**src/rtl/fetch_ifid_unit.sv**
```systemverilog
// Instruction-fetch stage: drives the IMEM address from the PC, assembles
// single-word and two-word (opcode + immediate) instructions, and loads the
// IF/ID pipeline register with stall/flush handling.
module fetch_ifid_unit #(
  parameter int          ADDR_W   = 12,
  parameter int          LONG_BIT = 15,
  parameter logic [15:0] NOP_WORD = 16'h0000
) (
  input  logic              clk,
  input  logic              reset,
  input  logic [31:0]       pc,
  output logic [ADDR_W-1:0] imem_addr,
  input  logic [15:0]       imem_data,
  input  logic              stall,
  input  logic              flush,
  output logic [15:0]       ifid_instr,
  output logic [15:0]       ifid_imm,
  output logic [31:0]       ifid_pc,
  output logic              ifid_valid,
  output logic              ifid_long,
  output logic              addr_err,
  output logic [15:0]       fetch_count
);

  typedef enum logic {S_OP, S_IMM} state_t;

  state_t      state_q, state_d;
  logic [15:0] hold_word_q, hold_word_d;
  logic [31:0] hold_pc_q, hold_pc_d;
  logic [15:0] ifid_instr_q, ifid_instr_d;
  logic [15:0] ifid_imm_q, ifid_imm_d;
  logic [31:0] ifid_pc_q, ifid_pc_d;
  logic        ifid_valid_q, ifid_valid_d;
  logic        ifid_long_q, ifid_long_d;
  logic [15:0] fetch_count_q, fetch_count_d;
  logic [15:0] word;
  logic [15:0] count_inc;

  // Address decode: out-of-range PCs fetch a NOP instead of aliasing into IMEM.
  always_comb begin
    imem_addr = pc[ADDR_W-1:0];
    addr_err  = |pc[31:ADDR_W];
    word      = addr_err ? NOP_WORD : imem_data;
    count_inc = (fetch_count_q == 16'hFFFF) ? fetch_count_q : fetch_count_q + 16'd1;
  end

  // Next-state logic; priority is reset, then flush, then stall, then normal fetch.
  always_comb begin
    state_d       = state_q;
    hold_word_d   = hold_word_q;
    hold_pc_d     = hold_pc_q;
    ifid_instr_d  = ifid_instr_q;
    ifid_imm_d    = ifid_imm_q;
    ifid_pc_d     = ifid_pc_q;
    ifid_valid_d  = ifid_valid_q;
    ifid_long_d   = ifid_long_q;
    fetch_count_d = fetch_count_q;

    if (reset) begin
      state_d       = S_OP;
      hold_word_d   = 16'h0000;
      hold_pc_d     = 32'h0;
      ifid_instr_d  = NOP_WORD;
      ifid_imm_d    = 16'h0000;
      ifid_pc_d     = 32'h0;
      ifid_valid_d  = 1'b0;
      ifid_long_d   = 1'b0;
      fetch_count_d = 16'h0000;
    end else if (flush) begin
      state_d      = S_OP;
      hold_word_d  = 16'h0000;
      hold_pc_d    = 32'h0;
      ifid_instr_d = NOP_WORD;
      ifid_imm_d   = 16'h0000;
      ifid_valid_d = 1'b0;
      ifid_long_d  = 1'b0;
    end else if (!stall) begin
      case (state_q)
        S_OP: begin
          if (word[LONG_BIT]) begin
            hold_word_d  = word;
            hold_pc_d    = pc;
            ifid_instr_d = NOP_WORD;
            ifid_imm_d   = 16'h0000;
            ifid_valid_d = 1'b0;
            ifid_long_d  = 1'b0;
            state_d      = S_IMM;
          end else begin
            ifid_instr_d  = word;
            ifid_imm_d    = 16'h0000;
            ifid_pc_d     = pc;
            ifid_valid_d  = 1'b1;
            ifid_long_d   = 1'b0;
            fetch_count_d = count_inc;
          end
        end
        S_IMM: begin
          ifid_instr_d  = hold_word_q;
          ifid_imm_d    = word;
          ifid_pc_d     = hold_pc_q;
          ifid_valid_d  = 1'b1;
          ifid_long_d   = 1'b1;
          fetch_count_d = count_inc;
          state_d       = S_OP;
        end
        default: state_d = S_OP;
      endcase
    end
  end

  // State and IF/ID register update.
  always_ff @(posedge clk) begin
    state_q       <= state_d;
    hold_word_q   <= hold_word_d;
    hold_pc_q     <= hold_pc_d;
    ifid_instr_q  <= ifid_instr_d;
    ifid_imm_q    <= ifid_imm_d;
    ifid_pc_q     <= ifid_pc_d;
    ifid_valid_q  <= ifid_valid_d;
    ifid_long_q   <= ifid_long_d;
    fetch_count_q <= fetch_count_d;
  end

  assign ifid_instr  = ifid_instr_q;
  assign ifid_imm    = ifid_imm_q;
  assign ifid_pc     = ifid_pc_q;
  assign ifid_valid  = ifid_valid_q;
  assign ifid_long   = ifid_long_q;
  assign fetch_count = fetch_count_q;

endmodule

```
**config.mk**
```make
export PLATFORM = sky130hd
export DESIGN_NAME = fetch_ifid_unit
export DESIGN_NICKNAME = d
export VERILOG_FILES = /design/src/rtl/fetch_ifid_unit.sv
export SDC_FILE = /design/constraint.sdc
export NUM_CORES = 1
export LEC_CHECK = 0
export CAP_MARGIN = 20
export CELL_PAD_IN_SITES_DETAIL_PLACEMENT = 0
export CELL_PAD_IN_SITES_GLOBAL_PLACEMENT = 1
export CORE_MARGIN = 1
export CORE_UTILIZATION = 36
export DETAILED_ROUTE_END_ITERATION = 12
export PLACE_DENSITY = 0.8
export SYNTH_ARGS = -nofsm -noshare
export SYNTH_HDL_FRONTEND = slang
export SYNTH_SLANG_ARGS = --single-unit
```
**constraint.sdc**
```tcl
create_clock -name clk -period 2.52 [get_ports clk]
set_clock_uncertainty 0.15 [all_clocks]
set_input_delay 0.756 -clock clk [delete_from_list [all_inputs] [get_ports clk]]
set_output_delay 0.756 -clock clk [all_outputs]
set_load 0.005 [all_outputs]
```
Yosys cells after proc, flatten, opt, wreduce, memory -nomap -nowiden

Cells that the tools add are included.

Add/sub/neg operators: 1
Multiply operators: 0
Div/mod/pow operators: 0
Magnitude comparators: 0
Equal/unequal tests: 2
Shift operators: 0
Muxes and demuxes: 14
Bitwise logic cells: 3
Reductions and logical operators: 4

Operators by type and width:

| kind                                                             | number |
|---|---|
| 16-bit case mux with 2 select lines                              | 3 |
| 32-bit case mux with 2 select lines                              | 1 |
| 16-bit two-way mux                                               | 3 |
| 32-bit two-way mux                                               | 1 |
| 20-bit OR reduction                                              | 1 |
| 16-bit by 1-bit adder with 16-bit output (second input constant) | 1 |
| 16-bit equality test (second input constant)                     | 1 |
| 15-bit two-way mux                                               | 1 |
| 1-bit case mux with 2 select lines                               | 3 |
| 3-bit AND reduction                                              | 2 |
| 1-bit inverter                                                   | 3 |
| 1-bit two-way mux                                                | 2 |
| 2-bit inequality test (second input constant)                    | 1 |
| 2-bit OR reduction                                               | 1 |

Register bits after elaboration: 131
Latch bits: 0
Memory bits (writable): 0
Bits in read-only memories: 0
Bits of input ports: 52
Output and inout port bits: 95
Word-level logic and storage cells: 33
Memories kept: 0

Logic depth before layout (Yosys ltp)

Depth after elaboration: 4
Mapped depth: 7
Gate-level depth less buffers: 5

Worst setup path before layout

No wires, ideal clock.

Path kind: input to output
From: in pc[17]
To: out addr_err
Arrival time: 1525 ps
Required time: 1614 ps
Slack: 89 ps
Cell stages on the path: 3
Path buffers: 0
Path through: nor4_2 > nand2_2 > or2_2

Cells in the longest elaborated chain, start to end: 1

Ends and longest elaborated chain:

| element             | line | text |
|---|---|---|
| start: declaration  | 11   | `input logic [31:0] pc,` |
| 20-bit OR reduction | 42   | `addr_err = \|pc[31:ADDR_W];` |
| end: declaration    | 21   | `output logic addr_err,` |

No other way between the ends.

Final worst setup path

From: in pc[26]
To: out addr_err

The elaborated chain is that of the path after synthesis.

==> results list <==
- Routed length on met1: 6333 µm
- Kind of end point of the critical path: output port
* Setup violation total in the final timing report: 1
* Post-synth EDFFs: 0
- Largest cells by area after synthesis: dfxtp_1 (49%), mux2i_1 (6.0%), nor2_1 (5.3%)
* Placeable core region: ~15000 µm²
* Hold Path Class: reg -> reg
- Instance count after placement with tap cells included: between 800 and 900
* Post-detailed-routing wire length: 13750 µm
* TritonCTS clock tree: yes
- The analysis attributes to net switching a power of ~0.0011 W.
- Cell count after synthesis: between 500 and 600
- Setup repair after global routing missed its margin: yes
* Sw frac: 0.2354
* Kind of critical path: in -> out
* Routed wire length per instance: between 15 and 20 µm
- Share of async-settable or async-resettable flops after synthesis: 0
- Post-synthesis sequential area ratio: 0.4906
- In the synthesized netlist the dominant register cell turns out to be dfxtp_1.
- At the later pin of the worst-skew pair, clock insertion delay measures ~400 ps.
- At the worst endpoint, the required time is around 1600 ps.
- Of the total synthesized cell area, the portion taken by XOR and XNOR cells is 0.
* Amount of wire on met3 after detailed routing: between 700 and 800 µm
- The critical path contains buffers and inverters numbering 2 combined.
- Antenna Cells: 0
- In this run the deepest clock path goes through 2 buffers.
- Result of the run: finished with violations
- In this run the clock root is driven by a clkbuf_16.
- Synthesis Warnings: 0
- Leak: about 2.6 nW
* Number of nets in the final layout: 758
- Worst voltage drop across the vdd grid: about 0.00042 V
* Levels on crit path: 5
- Counting distinct cell types in the post-synthesis netlist gives 45.
- After legalization and detailed placement, the total HPWL measured around 9300 µm.
- Util after Layout: 0.5313
- Critical hold path startpoint: hold_pc_q[2]
* Drt via density: between 5 and 6
- Across every metal layer, demand over resource in global routing totals 0.1852.
- Max stage delay on crit path: roughly 310 ps
- Reported max-cap violation count: 0
- Area growth from synthesis to layout: 44.45%
- Starting density of the core: 0.3678
- Hold violation count in the final report: 0
- The synthesized design contains around 130 register bits.
- In this run the critical register-to-register path is captured at fetch_count[15].
* Arrival time at the worst endpoint: around 1700 ps
- The floorplan has 44 rows.
* Ordered cell list for the critical path: buf_2, nor4_4, nand3_4, or2_4, buf_6
- Syn avg cell area: between 9 and 10 µm²
- Of the total power, the clock network draws 0.480.
- Internal power component: ~0.0037 W
- After detailed routing, no signal wire sits above met4.
* Number of search-and-repair iterations in the first detailed-routing pass: 5
- Number of global-route vias before repair: about 4400
- The portion of synthesized area spent on multiplexers is 0.06625.
- Of the total synthesized cell area, the portion taken by AND, OR, NAND and NOR gates is 0.2051.
* TritonCTS buffer count: 17
* Clock edge transition at the registers on the reported setup and hold paths: 60 ps
- Final GP Congestion: ~0.76
* Achievable frequency: roughly 0.39 GHz
- Relative contribution of combinational cells to total power: 0.081
* Area enclosed by the die boundary: ~15000 µm²
- Entering global routing, the biggest net connects 63 pins.
- In this run the count of I/O pins placed on the die edge is 147.
* Count of clock tree sinks: 131
- Sort of element at the start of the critical path: input pin
* Count of fill cells added during filler insertion: between 1000 and 1500
- Subtracting the final worst setup slack from the clock period gives roughly 2600 ps.
* Post-CTS Hold Fix Bufs: 0
- Launch point of the worst reg-to-reg path: fetch_count[0]
* Dominant combinational cell family by area after synthesis: simple AND/OR/NAND/NOR gates
- The first routing iteration left 295 violations.
- First-pass GRT wire length: between 20000 and 25000 µm
- Counting every net in the synthesized netlist gives between 600 and 700.
- Die Span Y: around 120 µm
- In the post-route analysis, the smallest setup slack over all paths is -40.88 ps.
- In the layout the commonest cells are dfxtp_1 (130), clkdlybuf4s50_1 (112), nor2_1 (75), nand2_1 (62), a21oi_1 (41).
- Routed wl met2: roughly 6500 µm
- The worst hold path terminates at hold_pc_q[2].
* Number of antenna violations at the first check in global routing: 0
* Sequential Power Share: 0.439
* Library cell contributing the largest single delay on the critical path: nor4_4
- At the pin with the least slew margin, the transition time is 631.0 ps.
- Width of the die: about 120 µm
* Area fraction in compound gates after synthesis: 0.1784
* Power density cells: around 630 nW/µm²
- Before CTS, the worst setup slack after placement is -806.9 ps.
- Cell count of the worst hold path: 2
- In this run the register-to-register setup slack is between 300 and 400 ps.
- Cell Area, Synth: approximately 5300 µm²
- For the worst flop-to-flop path, the logic depth is 6.
- Of the total synthesized cell area, the portion taken by full adders, half adders and majority gates is 0.002341.
- The final reports fail on negative setup slack.
- ANT nets after route: 0
* Overflow left after global routing: 0
- The detailed router placed approximately 4600 vias in this run.
- IO buf count: between 100 and 150
* Pins Over Slew Limit: 0
- Number of remaining DRC errors: 0
* Area share of the largest cell type after synthesis: 0.4906
* Count of H-tree levels built during CTS: 4
* Leading cell type in the layout, fill and taps excluded: dfxtp_1
* Largest area contributor in the synthesized netlist: dfxtp_1
- The worst pin sits at a relative slew slack of 0.5793.
- Category of cells accounting for the largest share of critical-path delay: simple AND/OR/NAND/NOR gates
- Period utilization: 1.016
- Share of layout cells above drive strength 1: 0.1866
* Finished Layout Cells: around 900
* Biggest fanout along the worst timing path: 2
==> tightest hold or removal path, stage by stage (launching register included) <==
cell and delay [ps]:
dfxtp_1 310, nand2_1 50, a21oi_1 50
==> how the worst max path moves through the flow <==
| stage | startpoint | to | slack, ps |
|---|---|---|---|
| detailed placement | pc[21] | addr_err | -810 |
| global route | pc[24] | addr_err | -70 |
| floorplan | pc[17] | addr_err | 90 |
| global placement | pc[17] | addr_err | -780 |
| CTS | pc[24] | addr_err | -140 |
| finish | pc[26] | addr_err | -40 |
==> what timing repair did <==
action                                  in CTS  in global routing
endpoints found under the setup margin      76                 28
gates resized for setup                     68                 27
buffers inserted                             3                  0
pin swaps                                   10                  8
gates cloned                                 2                  0
==> metal layers <==
| metal | track usage | up-vias |
|---|---|---|
| met5 | 0 | - |
| met4 | 0.07229 | 0 |
| met3 | 0.05311 | 14 |
| met2 | 0.2955 | 122 |
| met1 | 0.2348 | 2192 |
| li1 | - | 2282 |
==> cells by family (layout without fill, tap and decap cells) <==
kind of cell	Yosys count	count (layout)
multiplexers	35	35
adder cells (fa/ha/maj)	1	1
AO/OA/AOI/OAI	121	121
flip-flops	131	131
buffers and inverters	57	221
AND/OR/NAND/NOR	209	209
==> through the flow <==
step	TNS (ps)	hold slack [ps]	power, W	instance area, µm²
floorplan	0	279.5	0.002333	5345
global placement	-47400	287.0	0.002577	7138
detailed placement	-53130	293.5	0.002586	7138
CTS	-138.0	301.2	0.004912	7747
global route	-74.55	312.5	0.005051	7721
finish	-40.88	300.7	0.004849	7721
==> cell type report <==
class	count	area, µm²	share of cell area
Clock buffer	18	439.2	0.05688
Clock inverter	14	127.6	0.01653
Inverter	1	3.754	0.0004861
Multi-Input combinational cell	366	2450	0.3173
Sequential cell	131	2624	0.3398
Tap cell	184	230.2	0.02982
Timing Repair Buffer	188	1847	0.2392
==> power by group through the flow <==
stage / Combinational [W] / Sequential, W / Clock, W
5_1_grt: 0.000425 / 0.00213 / 0.00249
4_1_cts: 0.000397 / 0.00213 / 0.00239
2_1_floorplan: 0.000158 / 0.00217 / 0
3_3_place_gp: 0.000405 / 0.00217 / 0
6_report: 0.000391 / 0.00213 / 0.00233
3_5_place_dp: 0.000411 / 0.00217 / 0
==> synth_stat cells (3+ instances only) <==
master and n:
o31ai_1 10, a21oi_1 41, mux2_1 3, nor4_4 4, nor4_1 3, buf_6 3
nand2_1 62, a211oi_1 12, buf_1 6, buf_2 11, nand3_1 6, and4_1 3
a211oi_2 20, nand4_1 3, buf_4 15, and2_1 20, nor4_2 3, a222oi_1 13
nor2_1 75, nor2b_1 5, or4_1 11, clkbuf_1 21, a22oi_1 17, mux2i_1 32
dfxtp_1 131
==> sequential cells by signal, summed over array words and instances (netlist names) <==
signal / cells
fetch_count: 16
ifid_pc: 32
state_q: 1
ifid_instr: 16
ifid_long: 1
ifid_valid: 1
hold_word_q: 16
ifid_imm: 16
hold_pc_q: 32
Note: power is estimated with default switching activity, not from simulation.
